File: config.mk
export PLATFORM = sky130hd
export DESIGN_NAME = dm_store_buffer
export DESIGN_NICKNAME = d
export VERILOG_FILES = /design/src/rtl/dm_pkg.sv /design/src/rtl/dm_store_align.sv /design/src/rtl/dm_store_buffer.sv
export SDC_FILE = /design/constraint.sdc
export NUM_CORES = 1
export LEC_CHECK = 0
export CAP_MARGIN = 20
export CORE_UTILIZATION = 49
export CTS_CLUSTER_DIAMETER = 200
export DETAILED_ROUTE_END_ITERATION = 6
export GPL_TIMING_DRIVEN = 1
export HOLD_SLACK_MARGIN = 0.15
export PLACE_DENSITY = 0.76
export SLEW_MARGIN = 20
export SYNTH_ARGS = -nofsm -noshare
export SYNTH_HDL_FRONTEND = slang
export SYNTH_HIERARCHICAL = 1
export SYNTH_SLANG_ARGS = --single-unit
File: constraint.sdc
create_clock -name clk -period 2.8 [get_ports clk]
set_clock_uncertainty 0.15 [all_clocks]
set_input_delay 0.56 -clock clk [delete_from_list [all_inputs] [get_ports clk]]
set_output_delay 0.56 -clock clk [all_outputs]
set_load 0.05 [all_outputs]
File: src/rtl/dm_pkg.sv
// dm_pkg: store type codes and buffered store entry layout shared by the store buffer and its lane aligner
package dm_pkg;
  localparam logic [5:0] SW = 6'b000111;
  localparam logic [5:0] SH = 6'b010011;
  localparam logic [5:0] SB = 6'b010100;
  typedef struct packed {
    logic [29:0] word_addr;
    logic [3:0]  be;
    logic [31:0] wdata;
  } dm_st_entry_t;
endpackage

File: src/rtl/dm_store_align.sv
// dm_store_align: combinational lane encoder (st_type, addr[1:0], data -> be, wdata, misaligned); unknown types encode be=0000
module dm_store_align
  import dm_pkg::*;
(
  input  logic [5:0]  st_type,
  input  logic [1:0]  addr,
  input  logic [31:0] data,
  output logic [3:0]  be,
  output logic [31:0] wdata,
  output logic        misaligned
);
  always_comb begin
    misaligned = (st_type == SW && addr != 2'b00) || (st_type == SH && addr[0]);
    be = st_type == SW ? 4'b1111 :
         st_type == SH ? (addr[1] ? 4'b1100 : 4'b0011) :
         st_type == SB ? 4'b0001 << addr :
         4'b0000;
    wdata = st_type == SW ? data :
            st_type == SH ? (addr[1] ? {data[15:0], 16'b0} : {16'b0, data[15:0]}) :
            st_type == SB ? {4{data[7:0]}} :
            32'b0;
  end
endmodule

File: src/rtl/dm_store_buffer.sv
// dm_store_buffer: in-order store FIFO (MEM-stage push, data-memory drain, word-granular load hit); define DM_STORE_MISALIGN_EXC_EN to trap misaligned SW/SH on the misalign port instead of enqueueing them
module dm_store_buffer
  import dm_pkg::*;
#(
  parameter int DEPTH = 4
) (
  input  logic        clk,
  input  logic        reset,
  input  logic        st_valid,
  output logic        st_ready,
  input  logic [5:0]  st_type,
  input  logic [31:0] st_addr,
  input  logic [31:0] st_data,
  output logic        mem_valid,
  input  logic        mem_ready,
  output logic [31:0] mem_addr,
  output logic [31:0] mem_wdata,
  output logic [3:0]  mem_be,
  input  logic [31:0] ld_addr,
  output logic        ld_hit,
`ifdef DM_STORE_MISALIGN_EXC_EN
  output logic        empty,
  output logic        misalign
`else
  output logic        empty
`endif
);
  localparam int AW = $clog2(DEPTH);
`ifdef DM_STORE_MISALIGN_EXC_EN
  localparam bit EXC_EN = 1'b1;
`else
  localparam bit EXC_EN = 1'b0;
`endif
  dm_st_entry_t ent [DEPTH];
  logic [DEPTH-1:0] vld;
  logic [AW-1:0] head, tail;
  logic [AW:0] count;
  logic [3:0] be;
  logic [31:0] wdata;
  logic mis, acc, push, pop;
  logic unused_ld;
  dm_store_align u_align (
    .st_type(st_type),
    .addr(st_addr[1:0]),
    .data(st_data),
    .be(be),
    .wdata(wdata),
    .misaligned(mis)
  );
  assign empty = count == '0;
  assign st_ready = count != (AW+1)'(DEPTH);
  assign mem_valid = !empty;
  assign acc = st_valid && st_ready;
  assign push = acc && !(EXC_EN && mis);
  assign pop = mem_valid && mem_ready;
  assign mem_addr = {ent[head].word_addr, 2'b00};
  assign mem_be = ent[head].be;
  assign mem_wdata = ent[head].wdata;
  assign unused_ld = ^ld_addr[1:0];
  always_comb begin
    ld_hit = 1'b0;
    for (int i = 0; i < DEPTH; i++)
      ld_hit = ld_hit | (vld[i] && ent[i].word_addr == ld_addr[31:2]);
  end
  always_ff @(posedge clk)
    if (push) ent[tail] <= '{word_addr: st_addr[31:2], be: be, wdata: wdata};
  always_ff @(posedge clk) begin
    if (reset) begin
      head <= '0;
      tail <= '0;
      count <= '0;
      vld <= '0;
    end else begin
      if (push) begin
        vld[tail] <= 1'b1;
        tail <= tail + 1'b1;
      end
      if (pop) begin
        vld[head] <= 1'b0;
        head <= head + 1'b1;
      end
      count <= count + (AW+1)'(push) - (AW+1)'(pop);
    end
  end
`ifdef DM_STORE_MISALIGN_EXC_EN
  always_ff @(posedge clk)
    misalign <= reset ? 1'b0 : acc && mis;
`endif
endmodule

== Word-level counts from Yosys, hierarchy flattened ==
Memories as Yosys holds them, arrays and structs flattened. A register that Yosys moved wholly into a read port is not among the register bits.
Index checks and enable logic that the tools add are counted.

* $add $sub $neg: 4
* $lt $le $gt $ge: 4
* Eq/ne operators: 8
* Shift-type cells: 1
* Multiplexer cells: 19
* Bitwise gates (word level): 6
* Reduce and logical (&&, ||, !) cells: 10

{| class="wikitable"
|+ Operators with widths
! cell !! count
|-
| two-way mux 32 bit || 4
|-
| == test 30 bit || 4
|-
| two-way mux 4 bit || 7
|-
| == test 6 x 5 -> 1 bit (second input constant) || 2
|-
| logical AND 1 bit || 8
|-
| == test 6 x 3 -> 1 bit (second input constant) || 1
|-
| < comparator 2 x 3 -> 1 bit (second input constant) || 2
|-
| adder 2 x 1 -> 2 bit (second input constant) || 2
|-
| bitwise AND 4 bit || 1
|-
| demux 1 bit (select 2 bit) || 2
|-
| >= comparator 2 x 1 -> 1 bit (second input constant) || 2
|-
| two-way mux 1 bit || 4
|-
| two-way mux 2 bit || 2
|-
| NOT 4 bit || 1
|-
| bitwise OR 4 bit || 1
|-
| << shifter 1 x 2 -> 4 bit (first input constant) || 1
|-
| adder 3 x 1 -> 3 bit || 1
|-
| logical NOT 3 bit || 1
|-
| != test 3 bit (second input constant) || 1
|-
| bitwise OR 1 bit || 3
|-
| subtractor 3 x 1 -> 3 bit || 1
|-
| logical NOT 1 bit || 1
|}

* Register bits after elaboration: 11
* RAM bits: 264
* Output and inout bits: 72
* Logic and storage cells: 57
* Memories kept: 1

{| class="wikitable"
|+ Memory list
! memory !! depth !! bits a word !! read ports !! clocked after memory_dff !! write ports !! line !! RTL
|-
| ent || 4 || 66 || 5 || 1 || 1 || dm_store_buffer.sv:34 || <nowiki>dm_st_entry_t ent [DEPTH];</nowiki>
|}

== Longest topological paths before layout ==
Gate-level depths: netlist of the first run.

* Word-level depth: 9
* Gate-level depth with buffers: 11
* Mapped depth without buffers: 11

== Modules after synthesis ==
The synthesis of the first run kept the hierarchy.

{| class="wikitable"
|+ Modules (own cells, without submodules)
! module !! times used !! cells an instance !! area each (sq um) !! seq. area each (sq um)
|-
| dm_store_buffer || 1 || 591 || 11547.3 || 8187.9
|-
| dm_store_align || 1 || 69 || 488.0 || 0.0
|}

== Least setup slack after synthesis of the first run ==
OpenSTA, ideal clock, no wires.

* Path kind: flip-flop to flip-flop
* Start: register count[1]
* End: memory ent[0][0] (netlist name), enable pin
* Library setup time: 0.432 ns
* Data arrival time: 2.515 ns
* Slack: -0.298 ns
* Cell stages (with the launch flop): 4
* Clock period less this slack: 3.098 ns
* Path through: dfxtp_1 nor2_1 nand2_1 and3_1

* Longest elaborated chain between the ends: 4

{| class="wikitable"
|+ Ends and longest elaborated chain
! element !! line !! RTL
|-
| start: declaration || dm_store_buffer.sv:37 || <nowiki>logic [AW:0] count;</nowiki>
|-
| start signal: assignment || dm_store_buffer.sv:82 || <nowiki>count <= count + (AW+1)'(push) - (AW+1)'(pop);</nowiki>
|-
| != test 3 bit || dm_store_buffer.sv:51 || <nowiki>assign st_ready = count != (AW+1)'(DEPTH);</nowiki>
|-
| net st_ready || dm_store_buffer.sv:10 || <nowiki>output logic st_ready,</nowiki>
|-
| logical AND 1 bit || dm_store_buffer.sv:53 || <nowiki>assign acc = st_valid && st_ready;</nowiki>
|-
| two-way mux 1 bit || dm_store_buffer.sv:66 || <nowiki>if (push) ent[tail] <= '{word_addr: st_addr[31:2], be: be, wdata: wdata};</nowiki>
|-
| two-way mux 1 bit (implied by the code) || dm_store_buffer.sv:66 ||
|-
| end: declaration || dm_store_buffer.sv:34 ||
|}

The timed path passes the listed nets, and every way through them passes these cells.

==> flow_summary.yaml, run 1 <==
status:
  status: "finished with violations"
  violations: "negative setup slack"
global_routing:
  grt_pass1_wl_mm: 41.37
  grt_usage_pct: 22.53
  grt_pass1_vias: 7213
  antenna_found_initial: 0
  overflow: 0
  grt_max_degree: 68
die:
  die_h_um: 158.6
  pin_count: 178
  die_x_um: 158.6
  rows: 56
  coreArea_um2: 23750
  start_util_pct: 50.60
  die_area_um2: 25160
setup_path:
  cp_data_required_time_ps: 2090
  critPathMaxStageDelay_ps: 440
  rr_startpoint: "count[0]"
  cp-startpoint: "ent[1][65]"
  worstRegToRegCells: 9
  cpMostUsedCell: "nand4_1"
  crit_chain: "xnor2_2 > nand4_1 > nor4_2 > buf_4 > nand4_1 > nand4_1 > buf_12"
  criticalPathCategory: "reg -> out"
  cp-end-kind: "primary output"
  cp-start-kind: "flop"
  cpMaxStageDelayCell: "edfxtp_1"
  cp_max_fo: 2
  critPathArrivalTime_ps: 2320
routing:
  vias_per_cell: 5.600
  dr.first_iter.drc_count: 509
  dr.pass1.iters: 5
  detail-route-antenna-nets: 0
  wl_per_cell_um: 22.61
  drcViolationCount: 0
  wl_mm: 27.56
  vias: 6826
sta:
  tightest_slew_ps: 518.9
  relSlewSlack_pct: 65.40
  rsz0062_at_grt: "true"
  timing.fmax_ghz: 0.3300
  timing.final.ws_setup_ps: -230.1
  setup_viol: 1
  hold_viol: 0
  maxSlewViolCount: 0
  layout_min_cycle_time_ps: 3030
  fin_crit_sh_pct: 108.2
flow_run:
  drv_cap: 0
finish:
  stdcell_count: 1219
  design_area_um2: 15380
  nFillCells: 1607
  layout.nets: 992
  multi_input_area_um2: 3715
  layout.area.seq_um2: 8193
  areaGrowthSynthToFinish_pct: 27.97
  drive_gt1_share_pct: 29.84
cts:
  cts_tree: "built"
  cts_htree_levels: 1
  clockBufferDepth: 3
  cts_root_buf: "clkbuf_16"
  cts_made_buffers: 29
  cts_sinks: 277
  cts.clk_slew.worst_paths_ps: 60
  postCtsSetupBuffers: 0
  clock_latency_ps: 550
placed_design:
  gpl.final_weighted_congestion: 0.9194
  dp_cells: 1163
  io_buffers: 173
  dp_hpwl_mm: 18.52
  placed_cell_area_um2: 14260
power:
  power_leakage_nw: 5.391
  power_density_nw_per_um2: 904.3
  p_clk_share_pct: 27.5
  swShare_pct: 34.68
  power_switching_mw: 4.824
  p_int_mw: 9.085
  ir_drop_mv: 0.6639
  pwr-share-seq_pct: 37.6
  comb_power_share_pct: 34.9
hold_path:
  hold_class: "reg -> reg"
  min-delay-start: "vld[1]"
  min_delay_path_depth: 1
synthesis:
  syn_inst: 657
  syn_area_um2: 12020
  synth_area_per_cell_um2: 18.29
  synth.yosys.warnings: 6
[metal layers]
layer,routed length [um],GRT usage (%),vias to the layer above
met5,0,0,-
met4,809,6.822,0
met3,2041,3.729,59
met2,13950,39.47,317
met1,10760,28.81,3421
li1,-,-,3029
[power groups by stage]
stage	sequential (mW)	clock [mW]	combinational (mW)
2_1_floorplan	5.25	0	3.39
4_1_cts	5.23	3.87	4.90
6_report	5.23	3.82	4.86
5_1_grt	5.27	4.01	5.09
3_5_place_dp	5.31	0	4.87
3_3_place_gp	5.27	0	4.85
[registers in the layout, summed over array words and instances (netlist names), named ones only]
name   cells
count      3
head       2
ent      264
tail       2
vld        4
[worst max-delay path, delay by kind of cell (launching register included)]
| family | cells | cell delay, ps |
|---|---|---|
| simple gates | 4 | 770 |
| buf+inv | 2 | 340 |
| xor+xnor | 1 | 220 |
| flops | 1 | 440 |
[final timing paths]
path | end | slack [ps]
min | vld[1] | 340
max | ld_hit | -230
min reg2reg | vld[1] | 340
max reg2reg | count[2] | 310
[layout make-up]
class / count / area share, %
Antenna cell: 2 / 0.03254
Clock inverter: 22 / 1.424
Tap cell: 319 / 2.595
Timing Repair Buffer: 227 / 13.28
Multi-Input combinational cell: 321 / 24.15
Inverter: 19 / 0.4637
Sequential cell: 277 / 53.27
Clock buffer: 32 / 4.791
[timing repair]
action | CTS | global route
setup endpoints to repair | 6 | 1
resized for setup | 38 | 13
cloned | 0 | 0
pin swaps | 9 | 14
hold buffers | 0 | 0
[cells in the final DEF, fill, tap and decap left out, types with 10 or more instances in the layout]
cell,n
a22o_1,16
xnor2_1,69
nand4_1,25
xor2_1,44
clkdlybuf4s50_1,80
mux4_2,66
dlygate4sd2_1,20
ha_1,10
xnor2_2,10
clkbuf_16,29
dfxtp_1,11
edfxtp_1,264
nor4_2,11
inv_1,19
buf_4,113
[stage by stage]
| step | hold WS (ps) | worst slack (ps) | setup TNS (ps) | power (mW) | utilization, % |
|---|---|---|---|---|---|
| after detailed placement | 324.1 | -415.2 | -431.5 | 10.18 | 60.03 |
| after floorplan | 290.4 | 213.1 | 0 | 8.641 | - |
| after global placement | 306.0 | -375.6 | -375.6 | 10.12 | 60.03 |
| after CTS | 339.0 | -224.2 | -224.2 | 14.00 | 64.46 |
| final | 338.7 | -230.1 | -230.1 | 13.91 | 64.75 |
| after global routing | 366.4 | -310.5 | -310.5 | 14.37 | 64.73 |
Power figures use the tool's default switching activity.
==> run 2: changes to the inputs <==
--- a/config.mk
+++ b/config.mk
@@ -5,13 +5,14 @@
 export SDC_FILE = /design/constraint.sdc
 export NUM_CORES = 1
 export LEC_CHECK = 0
+export ABC_CLOCK_PERIOD_IN_PS = 2480
 export CAP_MARGIN = 20
-export CORE_UTILIZATION = 49
+export CORE_UTILIZATION = 41
 export CTS_CLUSTER_DIAMETER = 200
 export DETAILED_ROUTE_END_ITERATION = 6
 export GPL_TIMING_DRIVEN = 1
 export HOLD_SLACK_MARGIN = 0.15
-export PLACE_DENSITY = 0.76
+export PLACE_DENSITY = 0.66
 export SLEW_MARGIN = 20
 export SYNTH_ARGS = -nofsm -noshare
 export SYNTH_HDL_FRONTEND = slang
==> constraint.sdc (replaced) <==
create_clock -name clk -period 2.48 [get_ports clk]
set_clock_uncertainty 0.15 [all_clocks]
set_input_delay 0.496 -clock clk [delete_from_list [all_inputs] [get_ports clk]]
set_output_delay 0.496 -clock clk [all_outputs]
set_load 0.05 [all_outputs]
==> run 2 against run 1 <==
Effect of this change:
- the run still ends with negative setup slack left
- sequential share of layout area shrank 2.5 points
- global-route usage shrank 2.3 points
- largest power group is now combinational logic
- first-iteration DRC count is 5.7% lower
==> flow_summary.yaml, run 2 (synthesis results as in run 1) <==
sta:
  relSlewSlack_pct: 62.99
  hold_viol: 0
  timing.final.ws_setup_ps: -416.7
  fin_crit_sh_pct: 116.8
  timing.fmax_ghz: 0.3452
  setup_viol: 67
  layout_min_cycle_time_ps: 2897
  rsz0062_at_grt: "true"
  maxSlewViolCount: 0
  setup_tns_ps: -8767
  tightest_slew_ps: 553.4
setup_path:
  worstRegToRegCells: 9
  crit_buf_inv: 3
  crit_chain: "clkdlybuf4s50_1 > xnor2_1 > nand4_1 > nor4_1 > buf_4 > nand4_1 > nand4_1 > buf_12"
  cp-startpoint: "ld_addr[30]"
  cpMaxStageDelayCell: "clkdlybuf4s50_1"
  r2r_slack_ps: 140
  rr_startpoint: "count[1]"
  r2r_end: "count[2]"
  cp-end-kind: "primary output"
  cp_max_fo: 3
  critPathArrivalTime_ps: 2250
  cp_data_required_time_ps: 1830
  cp-start-kind: "input pin"
  critPathMaxStageDelay_ps: 490
  cpMostUsedCell: "nand4_1"
  crit_family: "buffers and inverters"
  criticalPathCategory: "in -> out"
power:
  p_int_mw: 10.76
  power_switching_mw: 5.703
  comb_power_share_pct: 41.1
  ir_drop_mv: 0.7775
  power_mw: 16.47
  p_clk_share_pct: 23.0
  pwr-share-seq_pct: 35.9
  power_density_nw_per_um2: 1021
  power_leakage_nw: 5.639
  swShare_pct: 34.64
status:
  status: "finished with violations"
  violations: "negative setup slack"
routing:
  vias: 6894
  drcViolationCount: 0
  wl_mm: 29.96
  vias_per_cell: 5.255
  dr.first_iter.drc_count: 480
  wl_per_cell_um: 22.84
  detail-route-antenna-nets: 0
  dr.pass1.iters: 5
cts:
  cts.clk_slew.worst_paths_ps: 60
  cts_htree_levels: 1
  clockBufferDepth: 3
  cts_tree: "built"
  cts_sinks: 277
  hold_buffers: 0
  clock_latency_ps: 530
  cts_made_buffers: 28
  cts_root_buf: "clkbuf_16"
hold_path:
  min_delay_path_depth: 1
  min_to: "vld[0]"
  hold_class: "reg -> reg"
  min-delay-start: "vld[0]"
finish:
  drive_gt1_share_pct: 30.71
  layout_commonest_cell: "edfxtp_1"
  layout.area.seq_um2: 8194
  nFillCells: 2233
  multi_input_area_um2: 3667
  areaGrowthSynthToFinish_pct: 34.21
  reg_top3: "ent: 264 flops, vld: 4 flops, count: 3 flops"
  largest_register: "ent"
  layout.nets: 1024
  largest_reg_flops: 264
  final_cell_mix: "264 x edfxtp_1, 92 x clkdlybuf4s50_1, 72 x xnor2_1"
  antenna_cells: 0
die:
  pin_count: 178
  die_area_um2: 30000
  coreArea_um2: 28780
  die_h_um: 173.2
  rows: 62
  start_util_pct: 41.76
  die_x_um: 173.2
global_routing:
  overflow: 0
  grt_usage_pct: 20.21
  grt_pass1_vias: 7267
  antenna_found_initial: 1
  grt_pass1_wl_mm: 44.74
  grt_max_degree: 37
flow_run:
  drv_cap: 0
placed_design:
  io_buffers: 173
  gpl.final_weighted_congestion: 0.9023
  dp_hpwl_mm: 19.66
run 2: final cells by class:
type                            count  area share (%)
Tap cell                          384           2.979
Sequential cell                   277           50.80
Clock inverter                     12          0.2948
Timing Repair Buffer              260           18.02
Inverter                           19          0.4421
Clock buffer                       39           4.732
Multi-Input combinational cell    321           22.74
run 2: worst max path at each step:
stage                     endpoint  slack (ps)  cells past startpoint
after floorplan           count[2]          -6                     10
after global placement      ld_hit        -520                      8
after detailed placement    ld_hit        -550                      8
after CTS                   ld_hit        -420                      8
after global routing        ld_hit        -490                      8
final                       ld_hit        -420                      8
run 2: power groups by stage:
stage                     registers (mW)  logic, mW  clock network, mW
final                               5.90       6.77               3.79
after global placement              5.97       5.67                  0
after global routing                5.95       7.08               4.03
after floorplan                     5.93       3.86                  0
after detailed placement            5.99       5.67                  0
after CTS                           5.90       6.92               3.86
run 2: per-layer routing:
layer / vias to the layer above / wire length, um / global-route usage, %
met4: 2 / 766 / 5.199
met1: 3473 / 11890 / 25.67
met2: 274 / 15310 / 35.65
met5: - / 8 / 0
met3: 51 / 1989 / 3.728
li1: 3094 / - / -
run 2: worst register-to-register path, cell delays in order, from the launching register on:
cell and delay [ps]:
dfxtp_1 350, or3_4 390, and2_4 160, ha_4 250, inv_1 30, ha_2 160
fa_2 350, xnor2_2 170, xnor2_1 130, nor2_1 50
run 2: timing repair:
item	in CTS	in global routing
buffers inserted	10	3
endpoints found under the setup margin	69	67
cloned	10	0
resized for setup	106	25
pin swaps	4	2
run 2: stage by stage:
stage / area [um^2] / hold slack [ps] / utilization [%] / worst slack [ps] / std cells
6_report: 16130 / 334.7 / 56.05 / -416.7 / 1312
5_1_grt: 16130 / 361.6 / 56.05 / -491.3 / 1312
4_1_cts: 16140 / 337.0 / 56.08 / -420.0 / 1315
3_5_place_dp: 14580 / 321.7 / 50.66 / -551.5 / 1244
3_3_place_gp: 14580 / 319.3 / 50.66 / -521.5 / 1244
2_1_floorplan: 12060 / 290.4 / - / -6.454 / 658
==> run 3: changes to the inputs <==
--- a/config.mk
+++ b/config.mk
@@ -13,6 +13,7 @@
 export GPL_TIMING_DRIVEN = 1
 export HOLD_SLACK_MARGIN = 0.15
 export PLACE_DENSITY = 0.66
+export SETUP_SLACK_MARGIN = 0.4
 export SLEW_MARGIN = 20
 export SYNTH_ARGS = -nofsm -noshare
 export SYNTH_HDL_FRONTEND = slang
==> run 3 against run 2 <==
Effect of this change:
- wire length increased by 1.7%
- core utilization increased by 1.6 points
- sequential share of layout area down 1.4 points
- final area up 2.9%
- via count grew 0.90%
- the run still ends with negative setup slack left
- critical path type unchanged
- combinational power is 5.9% higher
==> flow_summary.yaml, run 3 (synthesis results as in run 1) <==
die:
  die_area_um2: 30000
  die_x_um: 173.2
  start_util_pct: 41.76
  coreArea_um2: 28780
  die_h_um: 173.2
  rows: 62
  pin_count: 178
setup_path:
  cp_data_required_time_ps: 1830
  criticalPathCategory: "in -> out"
  critPathArrivalTime_ps: 2230
  cp-end-kind: "primary output"
  cp-start-kind: "input pin"
  cp_max_fo: 3
cts:
  cts_htree_levels: 1
  cts_made_buffers: 29
  cts_root_buf: "clkbuf_16"
  cts.clk_slew.worst_paths_ps: 50
  clockBufferDepth: 3
  cts_sinks: 277
  hold_buffers: 0
  cts_tree: "built"
  clock_latency_ps: 540
global_routing:
  grt_pass1_vias: 7396
  grt-busiest-layer: "met2"
  antenna_found_initial: 1
  grt_use_met2_pct: 35.70
  grt_use_met1_pct: 25.72
  overflow: 0
  grt_pass1_wl_mm: 44.88
  grt_usage_pct: 20.34
  met3_usage_pct: 4.320
  grt_max_degree: 53
finish:
  reg_top3: "ent: 264 flops, vld: 4 flops, count: 3 flops"
  final_cell_mix: "264 x edfxtp_1, 88 x clkdlybuf4s50_1, 69 x buf_4"
  layout_commonest_cell: "edfxtp_1"
  multi_input_area_um2: 3750
  layout.area.seq_um2: 8202
  antenna_cells: 0
  nFillCells: 2207
  layout.nets: 1042
  drive_gt1_share_pct: 34.49
  areaGrowthSynthToFinish_pct: 38.04
  design_area_um2: 16590
  largest_register: "ent"
  largest_reg_flops: 264
status:
  status: "finished with violations"
  violations: "negative setup slack"
power:
  power_switching_mw: 5.854
  power_mw: 17.35
  swShare_pct: 33.75
  comb_power_share_pct: 41.3
  power_density_nw_per_um2: 1046
  ir_drop_mv: 0.6848
  power_leakage_nw: 5.891
  p_int_mw: 11.49
  pwr-share-seq_pct: 34.1
  p_clk_share_pct: 24.6
sta:
  fin_crit_sh_pct: 115.8
  maxSlewViolCount: 0
  relSlewSlack_pct: 64.90
  layout_min_cycle_time_ps: 2872
  tightest_slew_ps: 524.9
  setup_viol: 67
  hold_viol: 0
  rsz0062_at_grt: "true"
  timing.final.ws_setup_ps: -392.3
  timing.fmax_ghz: 0.3482
routing:
  detail-route-antenna-nets: 0
  vias_per_cell: 5.222
  vias: 6956
  dr.pass1.iters: 5
  wl_mm: 30.46
  wl_per_cell_um: 22.87
  dr.first_iter.drc_count: 539
  drcViolationCount: 0
placed_design:
  gpl.final_weighted_congestion: 0.9114
  placed_cell_area_um2: 14650
  dp_hpwl_mm: 20.18
  io_buffers: 173
hold_path:
  hold_class: "reg -> reg"
flow_run:
  drv_cap: 0
==> run 3: changes by cell type in the layout (fill, tap and decap cells not counted), moves of 4 or more <==
| cell | delta |
|---|---|
| buf_16 | +4 |
| buf_4 | +10 |
| clkdlybuf4s50_1 | -4 |
| clkinv_1 | -6 |
| xnor2_1 | -4 |
| xnor2_2 | +4 |
==> run 3: final cells by class <==
| cell class | count | share of cell area, % |
|---|---|---|
| inverters | 19 | 0.4449 |
| clock buffers | 41 | 4.827 |
| well taps | 384 | 2.896 |
| flip-flops and latches | 277 | 49.43 |
| clock inverters | 13 | 0.8371 |
| repair buffers | 277 | 18.96 |
| multi-input cells | 321 | 22.60 |
==> run 3: routing by layer <==
metal / up-vias / share of wire [%]
met1: 3491 / 40
met2: 286 / 51
met5: - / 0.030
li1: 3130 / -
met4: 2 / 2.4
met3: 47 / 6.9
==> run 3: what timing repair did <==
item | CTS | global route
gates resized for setup | 133 | 27
cloned | 11 | 0
buffers inserted | 13 | 4
endpoints found under the setup margin | 72 | 116
pin swaps | 18 | 11
==> run 3: final timing paths <==
path,start,end,slack [ps],cells past startpoint
worst max-delay path,ld_addr[18],ld_hit,-390,8
worst max register to register,count[1],count[2],180,9
worst min register to register,vld[0],vld[0],330,1
worst min-delay path,vld[0],vld[0],330,1
==> run 3: critical path, cell delays in order <==
cell,delay [ps]
clkdlybuf4s50_1,550
xnor2_1,140
nand4_1,120
nor4_2,340
buf_4,160
nand4_1,80
nand4_1,190
buf_12,160
==> run 3: power by group through the flow <==
stage               clock (mW)  sequential [mW]  combinational (mW)
floorplan                    0             5.92                3.91
global placement             0             5.98                5.70
detailed placement           0             6.00                5.71
CTS                       4.33             5.91                7.13
global route              4.51             5.96                7.48
finish                    4.26             5.91                7.17
==> run 3: through the flow <==
step | setup slack, ps | cells | TNS (ps) | hold WS [ps] | util (%)
floorplan | 4.704 | 658 | 0 | 290.4 | -
global placement | -575.6 | 1250 | -3156 | 300.8 | 50.90
detailed placement | -567.3 | 1250 | -4683 | 314.6 | 50.90
CTS | -421.4 | 1328 | -10590 | 327.7 | 57.14
global route | -514.5 | 1332 | -13570 | 336.2 | 57.65
finish | -392.3 | 1332 | -9801 | 325.7 | 57.65
